## src/rtl/mem_fill_engine_if.sv

```systemverilog
// Write-port bundle between the controller, the fill engine and working memory.
// Carries the rdy/en handshake, fill configuration and the memory write strobe.
`timescale 1ns/1ps
interface mem_fill_engine_if #(
  parameter int DATA_W = 8,
  parameter int ADDR_W = 8
);
  logic              en;
  logic              rdy;
  logic [1:0]        mode;
  logic [DATA_W-1:0] fill_val;
  logic [DATA_W-1:0] step;
  logic              abort;
  logic [ADDR_W-1:0] addr;
  logic [DATA_W-1:0] wrdata;
  logic              wren;
  logic              done;

  modport master (
    output en, mode, fill_val, step, abort,
    input  rdy, addr, wrdata, wren, done
  );

  modport slave (
    input  en, mode, fill_val, step, abort,
    output rdy, addr, wrdata, wren, done
  );
endinterface

```

## src/rtl/mem_fill_engine.sv

```systemverilog
// Sweeps a single-port memory writing one word per cycle over 0..DEPTH-1,
// with identity, constant, ramp and descending patterns plus abort.
`timescale 1ns/1ps
module mem_fill_engine #(
  parameter int DATA_W = 8,
  parameter int ADDR_W = 8,
  parameter int DEPTH  = 256
) (
  input logic clk,
  input logic rst_n,
  mem_fill_engine_if.slave bus
);

  typedef enum logic {IDLE, FILL} state_t;
  typedef enum logic [1:0] {M_IDENTITY = 2'd0, M_CONST = 2'd1, M_RAMP = 2'd2, M_DESC = 2'd3} mode_t;

  // Terminating on addr == DEPTH-1 means the counter never has to hold DEPTH.
  localparam logic [ADDR_W-1:0] LAST_ADDR = ADDR_W'(DEPTH - 1);
  localparam logic [31:0]       LAST32    = 32'(DEPTH - 1);

  state_t            state_q, state_d;
  mode_t             mode_q, mode_d;
  logic [DATA_W-1:0] fill_q, fill_d;
  logic [DATA_W-1:0] step_q, step_d;
  logic [ADDR_W-1:0] addr_q, addr_d;
  logic [DATA_W-1:0] wrdata_q, wrdata_d;
  logic              wren_q, wren_d;
  logic              rdy_q, rdy_d;
  logic              done_q, done_d;

  logic [ADDR_W-1:0] addr_inc;
  logic [DATA_W-1:0] ramp_next;

  function automatic logic [DATA_W-1:0] pattern(
    input mode_t             m,
    input logic [ADDR_W-1:0] k,
    input logic [DATA_W-1:0] cval,
    input logic [DATA_W-1:0] ramp
  );
    logic [31:0] desc;
    desc = LAST32 - 32'(k);
    case (m)
      M_IDENTITY: pattern = DATA_W'(k);
      M_CONST:    pattern = cval;
      M_RAMP:     pattern = ramp;
      default:    pattern = DATA_W'(desc);
    endcase
  endfunction

  assign addr_inc  = addr_q + ADDR_W'(1);
  // The ramp reuses the previously written word as its accumulator.
  assign ramp_next = wrdata_q + step_q;

  always_ff @(posedge clk or negedge rst_n) begin
    if (!rst_n) begin
      state_q  <= IDLE;
      mode_q   <= M_IDENTITY;
      fill_q   <= '0;
      step_q   <= '0;
      addr_q   <= '0;
      wrdata_q <= '0;
      wren_q   <= 1'b0;
      rdy_q    <= 1'b1;
      done_q   <= 1'b0;
    end else begin
      state_q  <= state_d;
      mode_q   <= mode_d;
      fill_q   <= fill_d;
      step_q   <= step_d;
      addr_q   <= addr_d;
      wrdata_q <= wrdata_d;
      wren_q   <= wren_d;
      rdy_q    <= rdy_d;
      done_q   <= done_d;
    end
  end

  always_comb begin
    state_d  = state_q;
    mode_d   = mode_q;
    fill_d   = fill_q;
    step_d   = step_q;
    addr_d   = addr_q;
    wrdata_d = wrdata_q;
    wren_d   = 1'b0;
    rdy_d    = 1'b1;
    done_d   = 1'b0;
    case (state_q)
      IDLE: begin
        if (bus.en) begin
          state_d  = FILL;
          mode_d   = mode_t'(bus.mode);
          fill_d   = bus.fill_val;
          step_d   = bus.step;
          addr_d   = '0;
          wrdata_d = pattern(mode_t'(bus.mode), '0, bus.fill_val, bus.fill_val);
          wren_d   = 1'b1;
          rdy_d    = 1'b0;
        end
      end
      FILL: begin
        if (bus.abort) begin
          state_d = IDLE;
        end else if (addr_q == LAST_ADDR) begin
          state_d = IDLE;
          done_d  = 1'b1;
        end else begin
          addr_d   = addr_inc;
          wrdata_d = pattern(mode_q, addr_inc, fill_q, ramp_next);
          wren_d   = 1'b1;
          rdy_d    = 1'b0;
        end
      end
      default: state_d = IDLE;
    endcase
  end

  assign bus.rdy    = rdy_q;
  assign bus.addr   = addr_q;
  assign bus.wrdata = wrdata_q;
  assign bus.wren   = wren_q;
  assign bus.done   = done_q;

endmodule

```

## src/flat_wrapper.sv

```systemverilog
// flat-port wrapper written by rule: the top's interface ports become plain ports
module mem_fill_engine_flat 
#(
  parameter int DATA_W = 8,
  parameter int ADDR_W = 8,
  parameter int DEPTH  = 256
)
  (clk, rst_n, bus_en, bus_mode, bus_fill_val, bus_step, bus_abort, bus_rdy, bus_addr, bus_wrdata, bus_wren, bus_done);
  mem_fill_engine_if #(.DATA_W(DATA_W), .ADDR_W(ADDR_W)) bus_i ();
  input logic clk;
  input logic rst_n;
  input wire logic [$bits(bus_i.en)-1:0] bus_en;
  input wire logic [$bits(bus_i.mode)-1:0] bus_mode;
  input wire logic [$bits(bus_i.fill_val)-1:0] bus_fill_val;
  input wire logic [$bits(bus_i.step)-1:0] bus_step;
  input wire logic [$bits(bus_i.abort)-1:0] bus_abort;
  output wire logic [$bits(bus_i.rdy)-1:0] bus_rdy;
  output wire logic [$bits(bus_i.addr)-1:0] bus_addr;
  output wire logic [$bits(bus_i.wrdata)-1:0] bus_wrdata;
  output wire logic [$bits(bus_i.wren)-1:0] bus_wren;
  output wire logic [$bits(bus_i.done)-1:0] bus_done;
  assign bus_i.en = bus_en;
  assign bus_i.mode = bus_mode;
  assign bus_i.fill_val = bus_fill_val;
  assign bus_i.step = bus_step;
  assign bus_i.abort = bus_abort;
  assign bus_rdy = bus_i.rdy;
  assign bus_addr = bus_i.addr;
  assign bus_wrdata = bus_i.wrdata;
  assign bus_wren = bus_i.wren;
  assign bus_done = bus_i.done;
  mem_fill_engine #(.DATA_W(DATA_W), .ADDR_W(ADDR_W), .DEPTH(DEPTH)) u_core (.clk(clk), .rst_n(rst_n), .bus(bus_i));
endmodule
```

## config.mk

```make
export PLATFORM = sky130hd
export DESIGN_NAME = mem_fill_engine_flat
export DESIGN_NICKNAME = d
export VERILOG_FILES = /design/src/rtl/mem_fill_engine_if.sv /design/src/rtl/mem_fill_engine.sv /design/src/flat_wrapper.sv
export SDC_FILE = /design/constraint.sdc
export NUM_CORES = 1
export LEC_CHECK = 0
export BUFFER_PORTS_ARGS = -buffer_cell sky130_fd_sc_hd__buf_2
export CAP_MARGIN = 20
export CORE_ASPECT_RATIO = 0.75
export CORE_MARGIN = 5
export CORE_UTILIZATION = 26
export CTS_CLUSTER_SIZE = 24
export DETAILED_ROUTE_END_ITERATION = 7
export PLACE_DENSITY_LB_ADDON = 0.3
export SLEW_MARGIN = 0
export SYNTH_ARGS = -nofsm -noshare
export SYNTH_HDL_FRONTEND = slang
export SYNTH_SLANG_ARGS = --single-unit
```

## constraint.sdc

```tcl
create_clock -name clk -period 3.05 [get_ports clk]
set_input_delay 0.4575 -clock clk [delete_from_list [all_inputs] [get_ports clk]]
set_output_delay 0.4575 -clock clk [all_outputs]
set_load 0.01 [all_outputs]
```

==> Yosys cells after proc, flatten, opt, wreduce, memory -nomap -nowiden <==
Index checks and enable logic that the tools add are counted.
{ "word_totals": {"reg_bits": 37, "input_bits": 22, "out_inout_bits": 19} }
{ "classes": {"addsub": 3, "n_eq_ne": 8, "n_mux": 20, "n_bitwise": 1, "n_reduce_logical": 5} }
{ "op_table": {"columns": ["operator", "n"], "rows": [
  ["$mux 8", 6],
  ["$pmux 8 s2", 3],
  ["$pmux 8 s3", 1],
  ["$add 8x1->8 const B", 1],
  ["$add 8x8->8", 1],
  ["$eq 8x8->1 const B", 1],
  ["$mux 1", 8],
  ["$sub 8x8->8 const A", 1],
  ["$ne 2x2->1 const B", 3],
  ["$eq 2x1->1 const B", 2],
  ["$eq 2x2->1 const B", 2],
  ["$logic_not 2->1", 2],
  ["$pmux 1 s2", 2],
  ["$reduce_and 3->1", 1],
  ["$reduce_and 2->1", 1],
  ["$reduce_or 2->1", 1],
  ["$not 1->1", 1]
]} }

==> Depth between registers and ports, before layout <==
{ "depth": {"ltp_word": 6, "ltp_mapped": 8, "ltp_nobuf": 7} }

==> Worst setup path after synthesis <==
Ideal clock, no wire load.
{ "synth_timing": {"kind": "flip-flop to flip-flop", "start": "register u_core.wrdata_q[0] (netlist: u_core.bus.wrdata[0])", "end": "register u_core.wrdata_q[4] (netlist: u_core.bus.wrdata[4])", "arrival_time_ns": 1.878, "setup_slack_ns": 1.073, "path_stages_with_launch": 7, "synth_period_minus_slack_ns": 1.977, "path_cell_list": "dfrtp_1 ha_1 fa_1 a211oi_1 o21ai_0 o22a_1 a311oi_1"} }
{ "synth_between": {"elab_chain_cells": 5} }
{ "synth_rtl": {"columns": ["item", "line_no", "source"], "rows": [
  ["start: declaration", "mem_fill_engine.sv:26", "logic [DATA_W-1:0] wrdata_q, wrdata_d;"],
  ["start signal: assignment", "mem_fill_engine.sv:71", "wrdata_q <= wrdata_d;"],
  ["$add 8x8->8", "mem_fill_engine.sv:52", "assign ramp_next = wrdata_q + step_q;"],
  ["$pmux 8 s3", "mem_fill_engine.sv:42", "case (m)"],
  ["$mux 8", "mem_fill_engine.sv:104", "end else if (addr_q == LAST_ADDR) begin"],
  ["$mux 8", "mem_fill_engine.sv:102", "if (bus.abort) begin"],
  ["$pmux 8 s2", "mem_fill_engine.sv:88", "case (state_q)"]
]} }
Every way passes these cells. The select of a mux whose other input is x is not followed.
A chain may end at the register's enable or synchronous reset.

==> Worst setup path in the final report <==
Same ends and word-level chain as after synthesis.

==> summary.md <==
| Metric | Value |
|---|---|
| Chip width | `between 100 and 150 µm` |
| Pwr/cell area | `756.5 nW/µm²` |
| Core box area | `between 8000 and 9000 µm²` |
| R2R Setup Slk | `between 0.9 and 1 ns` |
| RSZ-0062 raised after global routing | `no` |
| Initial antenna violation count | `0` |
| Yosys reg bits | `37` |
| Die area | `~11000 µm²` |
| # resized after CTS | `0` |
| Die Y | `between 90 and 100 µm` |
| R2R cell count | `6` |
| Required @ worst endpoint | `around 3.2 ns` |
| HP Class | `in2async` |
| Peak supply drop | `around 0.00028 V` |
| Vias in the first global route | `~2000` |
| H-tree levels | `2` |
| Post-synth top flop | `dfrtp_1` |
| Layout cell share with drive strength beyond 1 | `approximately a fifth` |
| Ys Warns | `0` |
| Post-synth top area share | `approximately two fifths` |
| RePlAce Congestion | `around 0.8` |
| Synthesized cell area | `2342 µm²` |
| Status | `finished clean` |
| DP Wirelength | `4814 µm` |
| Syn-to-layout area delta | `19.12%` |
| WL met2 | `roughly 2800 µm` |
| Worst r2r dst | `u_core.bus.wrdata[4]` |
| Rows | `30` |
| Worst EP arrival | `between 2 and 2.5 ns` |
| Share of the yosys chip area belonging to registers | `slightly below 40%` |
| Hold_buf cts | `0` |
| Most frequent cell after synthesis | `nand2_1` |
| Setup violators final | `0` |
| Drt pass-1 iters | `4` |
| Reg2reg start | `u_core.bus.wrdata[0]` |
| Minimum clock period | `about 2.1 ns` |
| Worst slew pin tran | `approximately 0.9 ns` |
| EDFF count, synth | `0` |
| Cell leakage power | `between 1 and 1.5 nW` |
| Setup bufs post-CTS | `0` |
| Post-Syn Nets | `302` |
| Initial Util | `about a quarter` |
| Crit path capture type | `flop` |
| Top cell type by total area after synthesis | `dfrtp_1` |
| Design Power | `about 2.1 mW` |
| CTS tree | `done` |
| Total global routing overflow | `0` |
| Rel. slew slack | `41.61%` |
| First-pass GRT wire length | `about 11000 µm` |
| Diodes inserted | `0` |
| ANT nets after route | `0` |
| Final cell count without fillers | `approximately 420` |
| I/O Buffers | `40` |
| Num CTS Buffers | `5` |
| Tcrit/Tclk final | `69.86%` |
| # placed instances | `409` |
| # IOs | `a little over 40` |
| Max Clk Rate | `approximately 470 MHz` |
| Clock root cell | `clkbuf_16` |
| CTS clk-pin slew, worst paths | `approximately 0.060 ns` |
| Max-capacitance violation count | `0` |
| Kind of critical path | `reg2reg` |
| Syn Area/Cell | `8.675 µm²` |
| Met1 wire length | `roughly 3300 µm` |
| Post-synthesis instance total | `270` |
| Distinct cell type count after synthesis | `54` |
| Startpoint Class | `flop` |
| 1st-iter DRT viols | `130` |
| Clk sinks | `37` |
| Async S/R FF share, synth | `100.0%` |
| Slew Limit Fails | `0` |
| Clock tree buffer depth | `2` |
| Largest net degree at the start of global routing | `38` |
| Fin. Hold Viols | `0` |
| Clk_skew | `approximately 0.0031 ns` |
| Drt drc | `0` |
| Drt total wl | `6563 µm` |
| All-Layer GR Usage | `12.54%` |
| Crit path max fanout | `3` |
| Met3 WL post-DR | `between 400 and 500 µm` |
| Synth area leaders | `dfrtp_1, nand2_1, ha_1` |
| Vias per cell | `just under 5` |
| DR WL/cell | `15.74 µm` |
| Skew-Pair Late Insertion Delay | `just under 0.3 ns` |
| Final nets | `approximately 340` |
| DR top layer | `met4` |
| Setup TNS | `0 ns` |
| Synth cell count leaders | `nand2_1, dfrtp_1, a21oi_1, o21ai_0, nor2_1` |
| Worst hold slack | `about 0.29 ns` |
| DR vias | `roughly 2100` |
-- how the worst max path moves through the flow --
stage,startpoint,endpoint,cells past startpoint
4_1_cts,u_core.bus.wrdata[0],u_core.bus.wrdata[4],6
3_5_place_dp,u_core.bus.wrdata[0],u_core.bus.wrdata[4],6
5_1_grt,u_core.bus.wrdata[0],u_core.bus.wrdata[4],6
3_3_place_gp,u_core.bus.wrdata[0],u_core.bus.wrdata[4],6
2_1_floorplan,u_core.bus.wrdata[0],u_core.bus.wrdata[4],6
6_report,u_core.bus.wrdata[0],u_core.bus.wrdata[4],6
-- flip-flops by register name, indices dropped and copies added, names as in the netlist --
name               count
u_core.bus.wrdata      8
u_core.mode_q          2
u_core.step_q          8
u_core.bus.addr        8
u_core.state_q         1
u_core.bus.done        1
u_core.fill_q          8
u_core.bus.rdy         1
-- report_power, final --
part	switching, mW	total, mW	internal [mW]
Combinational	0.466	0.811	0.345
Sequential	0.107	0.703	0.596
Clock	0.212	0.597	0.385
Total	0.785	2.11	1.33
-- routing by layer --
| layer | global-route usage (%) | vias up |
|---|---|---|
| met5 | 0 | - |
| met4 | 3.622 | 0 |
| met3 | 4.192 | 9 |
| met2 | 18.09 | 47 |
| met1 | 17.72 | 975 |
| li1 | - | 1028 |
-- cell type report --
cell class	count	area (µm²)
sequential	37	927.1
clock buffer	6	128.9
clock inverter	2	35.03
multi-input combinational	208	1296
fill	961	6143
inverter	8	32.53
tap	112	140.1
timing repair buffer	44	230.2
-- critical path, cell delays in order, from the launching register on --
cell and delay, ns:
dfrtp_1 0.40, ha_1 0.25, fa_1 0.44, a211oi_1 0.36, o21ai_0 0.15, o22a_1 0.19, a311oi_1 0.24
-- placed cells by master (no fill, tap or decap), types with 2 or more instances in the layout --
| cell | instances |
|---|---|
| a211o_1 | 2 |
| a211oi_1 | 6 |
| a21o_1 | 2 |
| a21oi_1 | 21 |
| a22o_1 | 3 |
| a311oi_1 | 2 |
| and4_4 | 2 |
| buf_2 | 40 |
| buf_4 | 4 |
| clkbuf_16 | 5 |
| dfrtp_1 | 36 |
| ha_1 | 9 |
| inv_1 | 7 |
| mux2i_1 | 5 |
| nand2_1 | 57 |
| nand2b_1 | 5 |
| nand3_1 | 4 |
| nand4_1 | 2 |
| nor2_1 | 14 |
| nor2b_1 | 3 |
| nor3_1 | 4 |
| nor3b_1 | 3 |
| o211ai_1 | 5 |
| o21a_1 | 2 |
| o21ai_0 | 16 |
| o21ai_1 | 7 |
| o221ai_1 | 2 |
| o31ai_1 | 3 |
| or2_2 | 2 |
| xnor2_1 | 4 |
| xor2_1 | 4 |
-- logic make-up after synthesis --
family	after synthesis	share of synthesized area [%]
compound gates	82	23.24
xor+xnor	8	2.991
fa+ha+maj	10	5.663
buf+inv	25	5.075
flops	37	39.58
mux	7	3.098
simple gates	101	20.35
-- stage by stage --
| step | setup WS, ns | cell area, µm² | utilization [%] |
|---|---|---|---|
| 2_1_floorplan | 1.073 | 2342 | - |
| 3_3_place_gp | 1.007 | 2626 | 29.40 |
| 3_5_place_dp | 0.9227 | 2626 | 29.40 |
| 4_1_cts | 0.9028 | 2790 | 31.23 |
| 5_1_grt | 0.7149 | 2790 | 31.23 |
| 6_report | 0.9192 | 2790 | 31.23 |
No activity file was read; power rests on OpenSTA's default activity.
